### config.mk
export PLATFORM = sky130hd
export DESIGN_NAME = iot_deser
export DESIGN_NICKNAME = d
export VERILOG_FILES = /design/src/rtl/iot_deser.sv
export SDC_FILE = /design/constraint.sdc
export NUM_CORES = 1
export LEC_CHECK = 0
export ABC_AREA = 1
export CORE_MARGIN = 5
export CORE_UTILIZATION = 55
export CTS_BUF_LIST = sky130_fd_sc_hd__clkbuf_4
export CTS_CLUSTER_SIZE = 24
export DETAILED_ROUTE_END_ITERATION = 8
export DONT_BUFFER_PORTS = 1
export GPL_ROUTABILITY_DRIVEN = 0
export PLACE_DENSITY = 0.73
export SLEW_MARGIN = 10
export SYNTH_ARGS = -nofsm -noshare
export SYNTH_HDL_FRONTEND = slang
export SYNTH_SLANG_ARGS = --single-unit
### constraint.sdc
create_clock -name clk -period 1.24 [get_ports clk]
set_input_delay 0.186 -clock clk [delete_from_list [all_inputs] [get_ports clk]]
set_output_delay 0.186 -clock clk [all_outputs]
set_load 0.005 [all_outputs]
### src/rtl/iot_deser.sv
// iot_deser: byte-serial collector, builds 128-bit words (MSB byte first), eight words per group.
// Latency: a byte captured at edge N is in data[7:0] after edge N; valid pulses after the 128th capture.
// Backpressure: busy is high for BUSY_CYCLES after a group, and bytes offered then are dropped.
// Optional: `define IOT_DESER_TIMEOUT_EN discards a stalled partial group after TIMEOUT idle cycles (err pulse).
module iot_deser #(
  parameter int BUSY_CYCLES = 2
`ifdef IOT_DESER_TIMEOUT_EN
  , parameter int TIMEOUT = 16
`endif
) (
  input  logic         clk,
  input  logic         rst,
  input  logic         in_en,
  input  logic [7:0]   iot_in,
  output logic         busy,
  output logic [127:0] data,
  output logic [3:0]   cnt_cycle,
  output logic [2:0]   cnt_data,
  output logic         valid,
  output logic         err
);

  typedef enum logic [1:0] {
    S_IDLE    = 2'd0,
    S_COLLECT = 2'd1,
    S_HOLD    = 2'd2
  } state_t;

  state_t         state_q;
  logic [127:0]   data_q;
  logic [3:0]     cyc_q;
  logic [2:0]     word_q;
  logic           busy_q;
  logic           valid_q;
  logic [3:0]     hold_q;
  logic           capture;
`ifdef IOT_DESER_TIMEOUT_EN
  logic [7:0]     idle_q;
  logic           err_q;
`endif

  // busy is registered, so capture never depends combinationally on anything but the inputs and state
  assign capture = in_en & ~busy_q;

  // Group FSM: owns the shift register, position counters and every registered strobe
  always_ff @(posedge clk or negedge rst) begin
    if (!rst) begin
      state_q <= S_IDLE;
      data_q  <= '0;
      cyc_q   <= '0;
      word_q  <= '0;
      busy_q  <= 1'b0;
      valid_q <= 1'b0;
      hold_q  <= '0;
`ifdef IOT_DESER_TIMEOUT_EN
      idle_q  <= '0;
      err_q   <= 1'b0;
`endif
    end else begin
      valid_q <= 1'b0;
`ifdef IOT_DESER_TIMEOUT_EN
      err_q   <= 1'b0;
`endif
      case (state_q)
        S_IDLE: begin
          if (capture) begin
            // A new group starts from a clean word so stale bytes never leak in
            state_q <= S_COLLECT;
            data_q  <= {120'b0, iot_in};
            cyc_q   <= 4'd0;
            word_q  <= 3'd0;
`ifdef IOT_DESER_TIMEOUT_EN
            idle_q  <= '0;
`endif
          end
        end
        S_COLLECT: begin
          if (capture) begin
            data_q <= {data_q[119:0], iot_in};
`ifdef IOT_DESER_TIMEOUT_EN
            idle_q <= '0;
`endif
            if (cyc_q == 4'd15) begin
              // Word boundary: keep shifting, next word overwrites the old bytes naturally
              cyc_q  <= 4'd0;
              word_q <= word_q + 3'd1;
            end else begin
              cyc_q <= cyc_q + 4'd1;
              if (cyc_q == 4'd14 && word_q == 3'd7) begin
                // Last byte of the group lands now; strobe and throttle start together next cycle
                state_q <= S_HOLD;
                busy_q  <= 1'b1;
                valid_q <= 1'b1;
                hold_q  <= 4'(BUSY_CYCLES - 1);
              end
            end
          end
`ifdef IOT_DESER_TIMEOUT_EN
          else if (idle_q == 8'(TIMEOUT - 1)) begin
            // Stalled source: drop the partial group and flag it
            state_q <= S_IDLE;
            data_q  <= '0;
            cyc_q   <= 4'd0;
            word_q  <= 3'd0;
            idle_q  <= '0;
            err_q   <= 1'b1;
          end else begin
            idle_q <= idle_q + 8'd1;
          end
`endif
        end
        S_HOLD: begin
          // data and counters stay frozen so downstream can finish the group
          if (hold_q == 4'd0) begin
            busy_q  <= 1'b0;
            state_q <= S_IDLE;
          end else begin
            hold_q <= hold_q - 4'd1;
          end
        end
        default: begin
          state_q <= S_IDLE;
          busy_q  <= 1'b0;
        end
      endcase
    end
  end

  assign busy      = busy_q;
  assign data      = data_q;
  assign cnt_cycle = cyc_q;
  assign cnt_data  = word_q;
  assign valid     = valid_q;
`ifdef IOT_DESER_TIMEOUT_EN
  assign err       = err_q;
`else
  assign err       = 1'b0;
`endif

endmodule

==> summary.txt, run 1 <==
CTS clk-pin slew, worst paths = 0.12 ns
Main synth FF type = dfrtp_1
Post-route clock period utilization = 117%
CTS tree = built
Drt first pass iters = 6
Worst endpoint required time = 1.64 ns
Commonest non-fill, non-tap cell in the layout = dfrtp_1
DR WL/cell = 19.6 um
Worst slack, placed = -0.0726 ns
Endpoints failing setup = 147
Largest net degree at the start of global routing = 144
Lkg Pwr = 0.00322 uW
Outcome = finished with violations
Vias in the first global route = 3,983
Largest family of logic cells by synthesized area = compound AO/OA/AOI/OAI gates
Via count = 4,092
IO buf count = 0
Highest clock rate = 0.688 GHz
Minimum clock period = 1.45 ns
Cell count after synthesis = 530
Vias per cell = 5.59
Initial Util = 56.5%
Critical Path AT = 1.85 ns
Mux cell area share after synthesis = 0%
Row Count = 36
Final Hold Viols = 143
Worst-case hold slack = -0.660 ns
First-pass GRT wire length = 21,100 um
#FFs+latches synth = 143
Area Growth Syn to Fin = 28.1%
Layout Skew = 0.0164 ns
CTS buffer count = 17
Final Instance Area = 7100 um^2
Latest clock arrival within the worst-skew pair = 0.53 ns
Post-synth ARST share = 100%
GR Overflow Total = 0
CTS Hold Bufs = 9
Root buffer cell = clkbuf_4
Failing checks = hold timing, setup timing
Syn Nets = 547
Synth Area in XOR/XNOR = 0.316%
RSZ-0062 raised after global routing = yes
# nets final = 604
Die W = 110 um
Max-slew violation count = 0
DPL Wire Length = 8810 um
Peak supply drop = 1.32 mV
Core ar. = 9820 um^2
ANT nets after route = 0
Post-synth EDFFs = 0
# clock sinks = 143
Total inserted antenna cells = 0
Mapped cell area = 5550 um^2
CTS max path bufs = 2
Initial antenna violation count = 0
Critical Path Fanout Max = 8
Post-synthesis compound-gate area fraction = 14.8%
Ports = 149
Clock H-tree levels = 4
Simple-gate share of the synthesized area = 7.13%
Iteration-0 DRC Markers = 279
Type of the worst setup path = flip-flop to flip-flop
Final setup margin = -0.214 ns
Share of layout cells above drive strength 1 = 26.9%
Max-cap viol count = 0
Avg Cell Area, Syn = 10.5 um^2
Synth unique cells = 23
CP Launch Type = flip-flop
Final core utilization = 72.3%
Hold Crit Class = primary input to async pin
Most frequent cells in the layout = 143 x dfrtp_1, 122 x inv_1, 75 x o22ai_1
Crit path capture type = flip-flop
Synth Area in Adders = 1.35%
Total power = 15,100 uW
Drt drc = 0
Yosys warns = 0
PD cells = 2130 nW/um^2
DIE HEIGHT = 110 um
Die area = 12,200 um^2
Final WL = 14,400 um
Dpl cell area = 5930 um^2
Sequential-to-total area share from yosys stat = 64.5%
GRT Resource Usage Total = 21.5%
## power breakdown
group | internal (uW) | leakage [uW] | switching [uW]
Sequential | 5430 | 0.00196 | 801
Clock | 1620 | 0.000161 | 1620
Combinational | 2700 | 0.00110 | 2960
Total | 9750 | 0.00322 | 5380
## metal layers
| metal | vias to the layer above | routed length [um] | global-route usage (%) |
|---|---|---|---|
| met4 | 0 | 267 | 6.81 |
| met2 | 174 | 7420 | 34.6 |
| met5 | - | 0 | 0 |
| li1 | 1832 | - | - |
| met1 | 2059 | 5280 | 25.3 |
| met3 | 27 | 1380 | 10.8 |
## sequential cells by signal (all words and copies together) (netlist names)
name / cells
busy: 1
data: 128
valid: 1
cnt_cycle: 4
state_q: 2
hold_q: 4
cnt_data: 3
## metrics by stage
step,std cells,setup TNS (ns)
finish,732,-21.36
global route,732,-29.59
CTS,718,-14.14
detailed placement,671,-3.05
global placement,671,-0.299
floorplan,530,0
## synthesized netlist by cell type (2+ instances only)
cell type / number / area, um^2
nand2_1: 68 / 255
nand3_1: 14 / 70.1
buf_6: 7 / 78.8
o21ai_0: 25 / 125
buf_4: 3 / 22.5
nor2_2: 2 / 12.5
inv_1: 124 / 465
inv_2: 3 / 11.3
ha_1: 6 / 75.1
buf_2: 12 / 60.1
nor2_1: 6 / 22.5
clkbuf_1: 5 / 18.8
o22ai_2: 6 / 75.1
o22ai_1: 98 / 613
dfrtp_1: 143 / 3580
## logic make-up (layout without fill, tap and decap cells)
group           after synthesis  after routing
fa+ha+maj                     6              6
compound gates              130            130
buf+inv                     154            223
simple gates                 94             94
flops                       143            143
other cells                   1              1
xor+xnor                      2              2
## timing repair
item / in CTS / in global routing
hold endpoints to repair: 152 / 143
gates resized for setup: 40 / 84
pin swaps: 5 / 11
setup buffers: 7 / 6
cloned: 0 / 11
setup endpoints to repair: 133 / 151
## worst paths after layout
path | from | slack (ns) | depth (start not counted) | to
max in group asynchronous | rst | 1.69 | 0 | data[3]
max reg2reg | busy | -0.21 | 8 | data[84]
min reg2reg | hold_q[0] | 0.51 | 1 | hold_q[0]
min | rst | -0.66 | 0 | data[103]
max | busy | -0.21 | 8 | data[84]
min in group clk | iot_in[3] | 0.33 | 3 | data[3]
## critical path, cell delays in order, from the launching register on
cell and delay, ns:
dfrtp_1 0.42, buf_6 0.14, inv_4 0.05, nand2_4 0.05, nor2_4 0.13, buf_12 0.14
buf_12 0.15, clkbuf_16 0.16, o22ai_1 0.08
## cell type report
| type | instances | area, um^2 |
|---|---|---|
| multi-input cells | 233 | 1660 |
| repair buffers | 65 | 908 |
| clock inverters | 12 | 169 |
| inverters | 127 | 482 |
| fillers | 678 | 2720 |
| clock buffers | 19 | 143 |
| flip-flops and latches | 143 | 3580 |
| well taps | 133 | 166 |
Note: power is estimated with default switching activity, not from simulation.
==> run 2, diff against run 1 <==
Settings changed: CELL_PAD_IN_SITES_DETAIL_PLACEMENT set to 0, CELL_PAD_IN_SITES_GLOBAL_PLACEMENT set to 2, CORE_UTILIZATION 55 to 36, PLACE_DENSITY 0.73 to not set, PLACE_DENSITY_LB_ADDON set to 0.1.
==> run 2 against run 1 <==
  * The flow still finishes with violations (hold timing, setup timing)
  * First-iteration DRC count down 37%
  * Largest power group is now combinational cells
  * Non-clock buffer count increased by 20
  * Clock power fell by 5%
  * Power increased by 8.9%
  * Critical path type unchanged
  * Hold slack gained 0.0016 ns
  * Critical path depth is 1 lower
  * Flip-flop and latch count stayed put
==> summary.txt, run 2 (synthesis results as in run 1) <==
CP max stage cell = dfrtp_1
CP Launch Type = flip-flop
Clock H-tree levels = 4 (unchanged)
PD cells = 2090 nW/um^2 (-1.9%)
CTS buffer count = 17 (unchanged)
CTS tree = built
Via count = 4,045 (-1.1%)
Buf/Inv on CP = 5 (unchanged)
Sw Pwr = 5890 uW (+9.3%)
Minimum clock period = 1.40 ns (-0.0564 ns)
# clock sinks = 143 (unchanged)
Iteration-0 DRC Markers = 176 (-37%)
Most frequent cells in the layout = 143 x dfrtp_1, 124 x inv_1, 63 x o22ai_2
Most used cell, CP = buf_12
Die W = 134 um (+21%)
CTS Hold Bufs = 8 (-1)
# nets final = 624 (+3.3%)
Initial Util = 36.6% (-20 points)
Die area = 18,000 um^2 (+48%)
Row Count = 45 (+25%)
CTS clk-pin slew, worst paths = 0.12 ns (about the same)
Layout Skew = 0.0140 ns (-0.00235 ns)
GRT Resource Usage Total = 17.3% (-4.2 points)
Int Power = 10,600 uW (+8.7%)
Outcome = finished with violations
Seq pwr share = 37.4% (-3.8 points)
Levels on crit path = 7 (-1)
Area Growth Syn to Fin = 42.2%
Max reg flops = 128 (unchanged)
RSZ-0062 raised after global routing = yes
Largest net degree at the start of global routing = 144 (unchanged)
Max-cap viol count = 0 (unchanged)
Crit path capture type = flip-flop
Post-route clock period utilization = 113% (-4.5 points)
Commonest non-fill, non-tap cell in the layout = dfrtp_1
Worst slack, placed = -0.0862 ns (-0.0136 ns)
Critical Path AT = 1.81 ns (-0.04 ns)
Slowest stage delay, CP = 0.44 ns (+0.02 ns)
Setup_tns = -14.70 ns (+6.66 ns)
CTS max path bufs = 2 (unchanged)
Initial antenna violation count = 1 (+1)
Ports = 149 (unchanged)
Drt first pass iters = 4 (-2)
Peak supply drop = 1.03 mV (-22%)
Drt drc = 0 (unchanged)
Final setup margin = -0.158 ns (+0.0564 ns)
Max-slew violation count = 0 (unchanged)
Root buffer cell = clkbuf_4
Sw Ratio = 35.7% (+0.13 points)
Worst endpoint required time = 1.65 ns (about the same)
Endpoints failing setup = 149 (+1.4%)
DR WL/cell = 18.9 um (-3.5%)
Type of the worst setup path = flip-flop to flip-flop
Hold Crit Class = primary input to async pin
Logic gate share of total power = 43.9% (+6.5 points)
GR Overflow Total = 0 (unchanged)
Final Hold Viols = 143 (unchanged)
IO buf count = 0 (unchanged)
Failing checks = hold timing, setup timing
Core ar. = 15,100 um^2 (+54%)
Fill cell count = 1,360 (+100%)
ANT nets after route = 0 (unchanged)
Final WL = 15,300 um (+6.8%)
Worst path top cell family by delay = buffers and inverters
Share of layout cells above drive strength 1 = 36.6% (+9.7 points)
DIE HEIGHT = 134 um (+21%)
Critical Path Fanout Max = 6 (-2)
CP cell instances = buf_6 > nor2_4 > buf_12 > buf_12 > buf_12 > buf_12 > o22ai_2
DPL Wire Length = 9550 um (+8.4%)
Clock power frac = 18.7% (-2.7 points)
Reg2reg path depth = 7 (-1)
Lkg Pwr = 0.00344 uW (+6.7%)
Vias in the first global route = 4,227 (+6.1%)
Latest clock arrival within the worst-skew pair = 0.53 ns (about the same)
Worst-case hold slack = -0.659 ns (+0.00157 ns)
First-pass GRT wire length = 24,000 um (+14%)
Highest clock rate = 0.716 GHz (+4.0%)
Vias per cell = 4.99 (-11%)
-- run 2: cell types whose count changed in the layout (fill, tap and decap cells not counted), sizes merged --
cell	change
bufinv	-1
clkbuf	-8
diode	+2
buf	+28
dlygate4sd3	-1
bufbuf	+1
clkinvlp	+2
-- run 2: final cells by class --
type	count	area, um^2	area share (%)
Antenna cell	2	5.00	0.0635
Tap cell	188	235	2.98
Multi-Input combinational cell	233	2010	25.5
Clock inverter	13	146	1.86
Sequential cell	143	3580	45.4
Inverter	127	479	6.08
Timing Repair Buffer	85	1290	16.3
Clock buffer	19	143	1.81
-- run 2: power by group through the flow --
stage / Clock (uW) / Sequential [uW] / Combinational, uW
finish: 3080 / 6170 / 7240
detailed placement: 0 / 6260 / 3990
CTS: 3210 / 6190 / 6710
floorplan: 0 / 6070 / 2460
global placement: 0 / 6260 / 3940
global route: 3400 / 6300 / 7790
-- run 2: routing by layer --
| layer | GRT usage, % | vias up | routed length (um) |
|---|---|---|---|
| li1 | - | 1887 | - |
| met1 | 20.5 | 2018 | 5910 |
| met2 | 28.2 | 123 | 7660 |
| met3 | 8.14 | 17 | 1500 |
| met4 | 5.15 | 0 | 252 |
| met5 | 0 | - | 0 |
-- run 2: worst reg2reg max path: stages (launching register included) --
cell and delay (ns):
dfrtp_1 0.44, buf_6 0.15, nor2_4 0.14, buf_12 0.15
buf_12 0.10, buf_12 0.11, buf_12 0.13, o22ai_2 0.07
-- run 2: per-stage QoR --
| step | total power (uW) | instances | area [um^2] | utilization [%] |
|---|---|---|---|---|
| detailed placement | 10200 | 728 | 6050 | 40.0 |
| CTS | 16100 | 805 | 7610 | 50.2 |
| global placement | 10200 | 728 | 6050 | 40.0 |
| finish | 16500 | 810 | 7890 | 52.1 |
| floorplan | 8530 | 530 | 5550 | - |
| global route | 17500 | 810 | 7890 | 52.1 |
-- run 2: final timing paths --
| path | slack, ns | start | to |
|---|---|---|---|
| min | -0.66 | rst | data[22] |
| max reg2reg | -0.16 | state_q[1] | data[106] |
| max in group asynchronous | 1.72 | rst | data[109] |
| max | -0.16 | state_q[1] | data[106] |
| min in group clk | 0.10 | in_en | state_q[0] |
| min reg2reg | 0.49 | hold_q[0] | hold_q[0] |
-- run 2: what timing repair did --
item | 4_1_cts | 5_1_grt
endpoints found under the hold margin | 151 | 143
gates cloned | 13 | 1
pin swaps | 9 | 9
setup buffers | 26 | 4
resized for setup | 146 | 56
setup endpoints to repair | 126 | 168
==> edit 1, RTL diff (settings of run 1) <==
Add a define of `IOT_DESER_TIMEOUT_EN`.
--- a/src/rtl/iot_deser.sv
+++ b/src/rtl/iot_deser.sv
@@ -3,4 +3,6 @@
 // Backpressure: busy is high for BUSY_CYCLES after a group, and bytes offered then are dropped.
 // Optional: `define IOT_DESER_TIMEOUT_EN discards a stalled partial group after TIMEOUT idle cycles (err pulse).
+`define IOT_DESER_TIMEOUT_EN
+
 module iot_deser #(
   parameter int BUSY_CYCLES = 2
Behaviour: same outputs for any inputs over 4 cycles, from zero or initial values and one cycle with rst low; that may be too few to reach the edited logic, so the function may still have changed.
==> edit 1 against run 1 <==
  * The run still ends with hold timing, setup timing left
  * Sequential power fell by 7.2%
  * Total power fell by 15%
  * Worst hold slack got worse by 0.027 ns
  * Sequential cell count rose by 9
  * Area after synthesis rose by 10%
  * Critical path type unchanged
  * Routed wire length rose by 7.4%
  * Cell area rose by 7.5%
  * Die area rose by 9.2%
  * Setup slack got worse by 0.076 ns
  * Maximum frequency fell by 5.0%
  * Global-route usage rose by 0.33 points
==> edit 1: results (changes against run 1) <==
[status] run status complete, but fails checks [unchanged]
[status] failing checks hold timing, setup timing [unchanged]
[timing] number of hold violations in the final report 152 [was 143]
[global_routing] global-route usage over all layers 21.85% [was 21.52%]
[routing] TritonRoute pass-1 iters 4 [was 6]
[routing] number of vias per cell after detailed routing 5.236 [was 5.590]
[timing] final setup TNS -27.49 ns [was -21.36 ns]
[yosys] ranking of synthesized cells by instance count sky130_fd_sc_hd__nand2_1 (417), sky130_fd_sc_hd__dfrtp_1 (152), sky130_fd_sc_hd__inv_1 (20), sky130_fd_sc_hd__nor2_1 (18), sky130_fd_sc_hd__nand3_1 (17) [was sky130_fd_sc_hd__dfrtp_1 (143), sky130_fd_sc_hd__inv_1 (124), sky130_fd_sc_hd__o22ai_1 (98), sky130_fd_sc_hd__nand2_1 (68), sky130_fd_sc_hd__o21ai_0 (25)]
[timing] Worst Hold Slack -0.6876 ns [was -0.6604 ns]
[clock_network] clock insertion delay at the later pin of the skew report 0.55 ns [was 0.53 ns]
[power] worst vdd ir 1.134 mV [was 1.323 mV]
[global_routing] met1 capacity usage during global routing 25.26% [about the same]
[setup_path] family with the most delay on the worst path flip-flops [was buffers and inverters]
[setup_path] startpoint of the worst register-to-register path idle_q[1]$_DFFE_PN0P_ [was busy$_DFFE_PN0P_]
[global_routing] largest net degree at the start of global routing 153 [was 144]
[place] HPWL Detailed 9.660 mm [was 8.810 mm]
[timing] post-route setup slack -0.2897 ns [was -0.2139 ns]
[yosys] proportion of synthesized chip area in sequential cells 62.30% [was 64.53%]
[yosys] Area contributors post-synth sky130_fd_sc_hd__dfrtp_1 (62%), sky130_fd_sc_hd__nand2_1 (26%), sky130_fd_sc_hd__ha_1 (1.4%) [was sky130_fd_sc_hd__dfrtp_1 (65%), sky130_fd_sc_hd__o22ai_1 (11%), sky130_fd_sc_hd__inv_1 (8.4%)]
[routing] DR WL/cell 16.77 µm [was 19.61 µm]
[yosys] Synth Net Count 714 [was 547]
[setup_path] critical path fanouts, max 7 [was 8]
[setup_path] FF-to-FF End state_q[0]$_DFFE_PN0P_ [was data[84]$_DFFE_PN0P_]
[routing] Starting DRT DRC Count 387 [was 279]
[global_routing] Global Route met2 Usage 36.23% [was 34.63%]
[timing] final setup violation count 158 [was 147]
[place] placed cell areas 6653 µm² [was 5929 µm²]
[timing] Post-Route Skew 0.02152 ns [was 0.01640 ns]
[cells_and_area] share of final-layout standard cells stronger than drive strength 1 22.46% [was 26.88%]
[clock_network] Clk pin slew, worst setup/hold paths 0.14 ns [was 0.12 ns]
[edit 1: what timing repair did]
action | in CTS | in global routing
endpoints found under the hold margin | 164 | 152
resized for setup | 27 | 65
endpoints found under the setup margin | 158 | 193
pin swaps | 3 | 35
cloned | 0 | 7
buffers inserted | 4 | 7
[edit 1: worst max path at each step]
stage,startpoint,to,depth (start not counted)
2_1_floorplan,idle_q[1]$_DFFE_PN0P_,data[0]$_DFFE_PN0P_,8
3_3_place_gp,state_q[1]$_DFFE_PN0P_,data[9]$_DFFE_PN0P_,7
3_5_place_dp,cnt_cycle[1]$_DFFE_PN0P_,cnt_data[0]$_DFFE_PN0P_,6
4_1_cts,idle_q[1]$_DFFE_PN0P_,state_q[0]$_DFFE_PN0P_,8
5_1_grt,idle_q[1]$_DFFE_PN0P_,state_q[0]$_DFFE_PN0P_,8
6_report,idle_q[1]$_DFFE_PN0P_,state_q[0]$_DFFE_PN0P_,8
[edit 1: area by class of cell]
type	count	area, µm²	area share, %
clock buffers	19	142.6	1.868
clock inverters	13	195.2	2.556
inverters	20	75.07	0.9831
multi-input cells	495	2311	30.26
flip-flops and latches	152	3812	49.93
well taps	140	175.2	2.294
repair buffers	80	924.6	12.11
[edit 1: logic make-up (layout without fill, tap and decap cells)]
logic type,after synthesis,after routing,share of synthesized area (%)
AND/OR/NAND/NOR,464,464,29.36
flip-flops,152,152,62.30
buffers and inverters,49,132,4.119
AO/OA/AOI/OAI,16,16,1.640
XOR/XNOR,8,8,1.148
adder cells (fa/ha/maj),7,7,1.434
[edit 1: report_power, final]
part           switching [mW]  internal [mW]  leakage, nW
Combinational            1.86           1.62         2.02
Sequential              0.440           5.34         2.07
Clock                    1.85           1.67        0.170
[edit 1: per-stage QoR]
stage / hold slack (ns) / setup WS [ns] / total power [mW] / instances
after global placement: -0.1062 / -0.1468 / 8.380 / 860
after floorplan: -0.1096 / -0.2149 / 7.382 / 696
final: -0.6876 / -0.2897 / 12.79 / 919
after global routing: -0.7479 / -0.3175 / 13.43 / 919
after CTS: -0.7225 / -0.2003 / 12.19 / 905
after detailed placement: -0.1059 / -0.2590 / 8.505 / 860
[edit 1: metal layers]
metal | vias up | wire length [µm]
li1 | 2274 | -
met1 | 2354 | 5721
met2 | 166 | 7932
met3 | 18 | 1591
met4 | 0 | 164
met5 | - | 0
==> edit 2, RTL diff (flow settings as in run 1) <==
Made on the original files. Put one more register stage on the output `cnt_cycle`. The value now appears one clock later. The other outputs are not delayed to match.
--- a/src/rtl/iot_deser.sv
+++ b/src/rtl/iot_deser.sv
@@ -129,5 +129,7 @@
   assign busy      = busy_q;
   assign data      = data_q;
-  assign cnt_cycle = cyc_q;
+  always_ff @(posedge clk) begin
+    cnt_cycle <= cyc_q;
+  end
   assign cnt_data  = word_q;
   assign valid     = valid_q;
Formal check against the unedited RTL: not equivalent (a bounded check fails within 4 cycles, from zero or initial values and one cycle with rst low).
==> edit 2 against run 1 <==
  * The run still ends with hold timing, setup timing left
  * Combinational power up 0.7%
  * Sequential cell count up 4
  * Routed wire length down 2.3%
  * Area after synthesis up 7.7%
  * Total power up 0.68%
  * Setup slack better by 0.10 ns
  * Sequential share of layout area down 0.84 points
  * Cell area up 4.1%
  * Via count down 1.7%
  * Die area up 7.0%
  * Largest cell class unchanged
  * Highest routed layer unchanged
==> edit 2: results (changes against run 1) <==
[cells_and_area] fillers 756 [was 678]
[global_routing] global-route usage over all layers 21.08% [was 21.52%]
[yosys] share of the synthesized netlist area taken by xor and xnor gates 0.2932% [was 0.3159%]
[global_routing] met1 capacity usage during global routing 23.78% [was 25.26%]
[power] internal power contribution 9.790 mW [was 9.750 mW]
[timing] final setup TNS -5.754 ns [was -21.36 ns]
[global_routing] global routing usage on met3 10.36% [was 10.83%]
[power] worst vdd ir 1.157 mV [was 1.323 mV]
[timing] post-route setup slack -0.1139 ns [was -0.2139 ns]
[timing] final setup violation count 120 [was 147]
[yosys] Area contributors post-synth sky130_fd_sc_hd__dfrtp_1 (60%), sky130_fd_sc_hd__o22ai_2 (13%), sky130_fd_sc_hd__inv_1 (7.9%) [was sky130_fd_sc_hd__dfrtp_1 (65%), sky130_fd_sc_hd__o22ai_1 (11%), sky130_fd_sc_hd__inv_1 (8.4%)]
[setup_path] family with the most delay on the worst path flip-flops [was buffers and inverters]
[power] clock share of power 21.0% [was 21.4%]
[timing] Worst Hold Slack -0.6591 ns [was -0.6604 ns]
[yosys] adder-cell area share of the yosys netlist 1.257% [was 1.354%]
[global_routing] first-pass GRT wire length 21.45 mm [was 21.08 mm]
[clock_network] cts repair resizes 26 [was 40]
[global_routing] Global Route met2 Usage 34.97% [was 34.63%]
[setup_path] FF-to-FF End data[79]$_DFFE_PN0P_ [was data[84]$_DFFE_PN0P_]
[status] run status complete, but fails checks [unchanged]
[power] Pleak 3.273 nW [was 3.221 nW]
[routing] met3 wire length 1.416 mm [was 1.382 mm]
[setup_path] largest incremental delay on the critical path 0.45 ns [was 0.42 ns]
[clock_network] Setup Fix Bufs, Post-CTS 4 [was 7]
[place] HPWL Detailed 9.155 mm [was 8.810 mm]
[routing] Routed met1 length 5.184 mm [was 5.280 mm]
[status] failing checks hold timing, setup timing [unchanged]
[timing] number of hold violations in the final report 143 [unchanged]
[setup_path] data arrival at the endpoint of the critical path 1.79 ns [was 1.85 ns]
[yosys] async set-reset flop share out of synthesis 97.28% [was 100.0%]
[yosys] Yosys cell types 28 [was 23]
[power] sequential cell power 6.33 mW [was 6.23 mW]
[routing] Starting DRT DRC Count 297 [was 279]
[global_routing] vias in the first global route 4102 [was 3983]
[cells_and_area] net total in the final layout 615 [was 604]
==> edit 2: cell families after synthesis <==
group	Yosys count
flops	147
fa+ha+maj	6
xor+xnor	2
other cells	1
compound gates	131
buf+inv	157
simple gates	91
==> edit 2: layout make-up <==
class                           count  area (µm²)  share of cell area [%]
Clock buffer                       21       157.7                   2.133
Clock inverter                     11       152.6                   2.065
Inverter                          128       485.5                   6.568
Multi-Input combinational cell    231        1859                   25.16
Sequential cell                   147        3661                   49.53
Tap cell                          140       175.2                   2.370
Timing Repair Buffer               73       899.6                   12.17
==> edit 2: through the flow <==
step           instances  area [µm²]  setup slack [ns]  power [mW]
2_1_floorplan        535        5977          -0.02435       9.108
3_3_place_gp         692        6492          -0.07714       10.74
3_5_place_dp         692        6492           -0.1272       10.92
4_1_cts              737        7008          -0.08829       14.39
5_1_grt              751        7391           -0.1780       16.10
6_report             751        7391           -0.1139       15.24
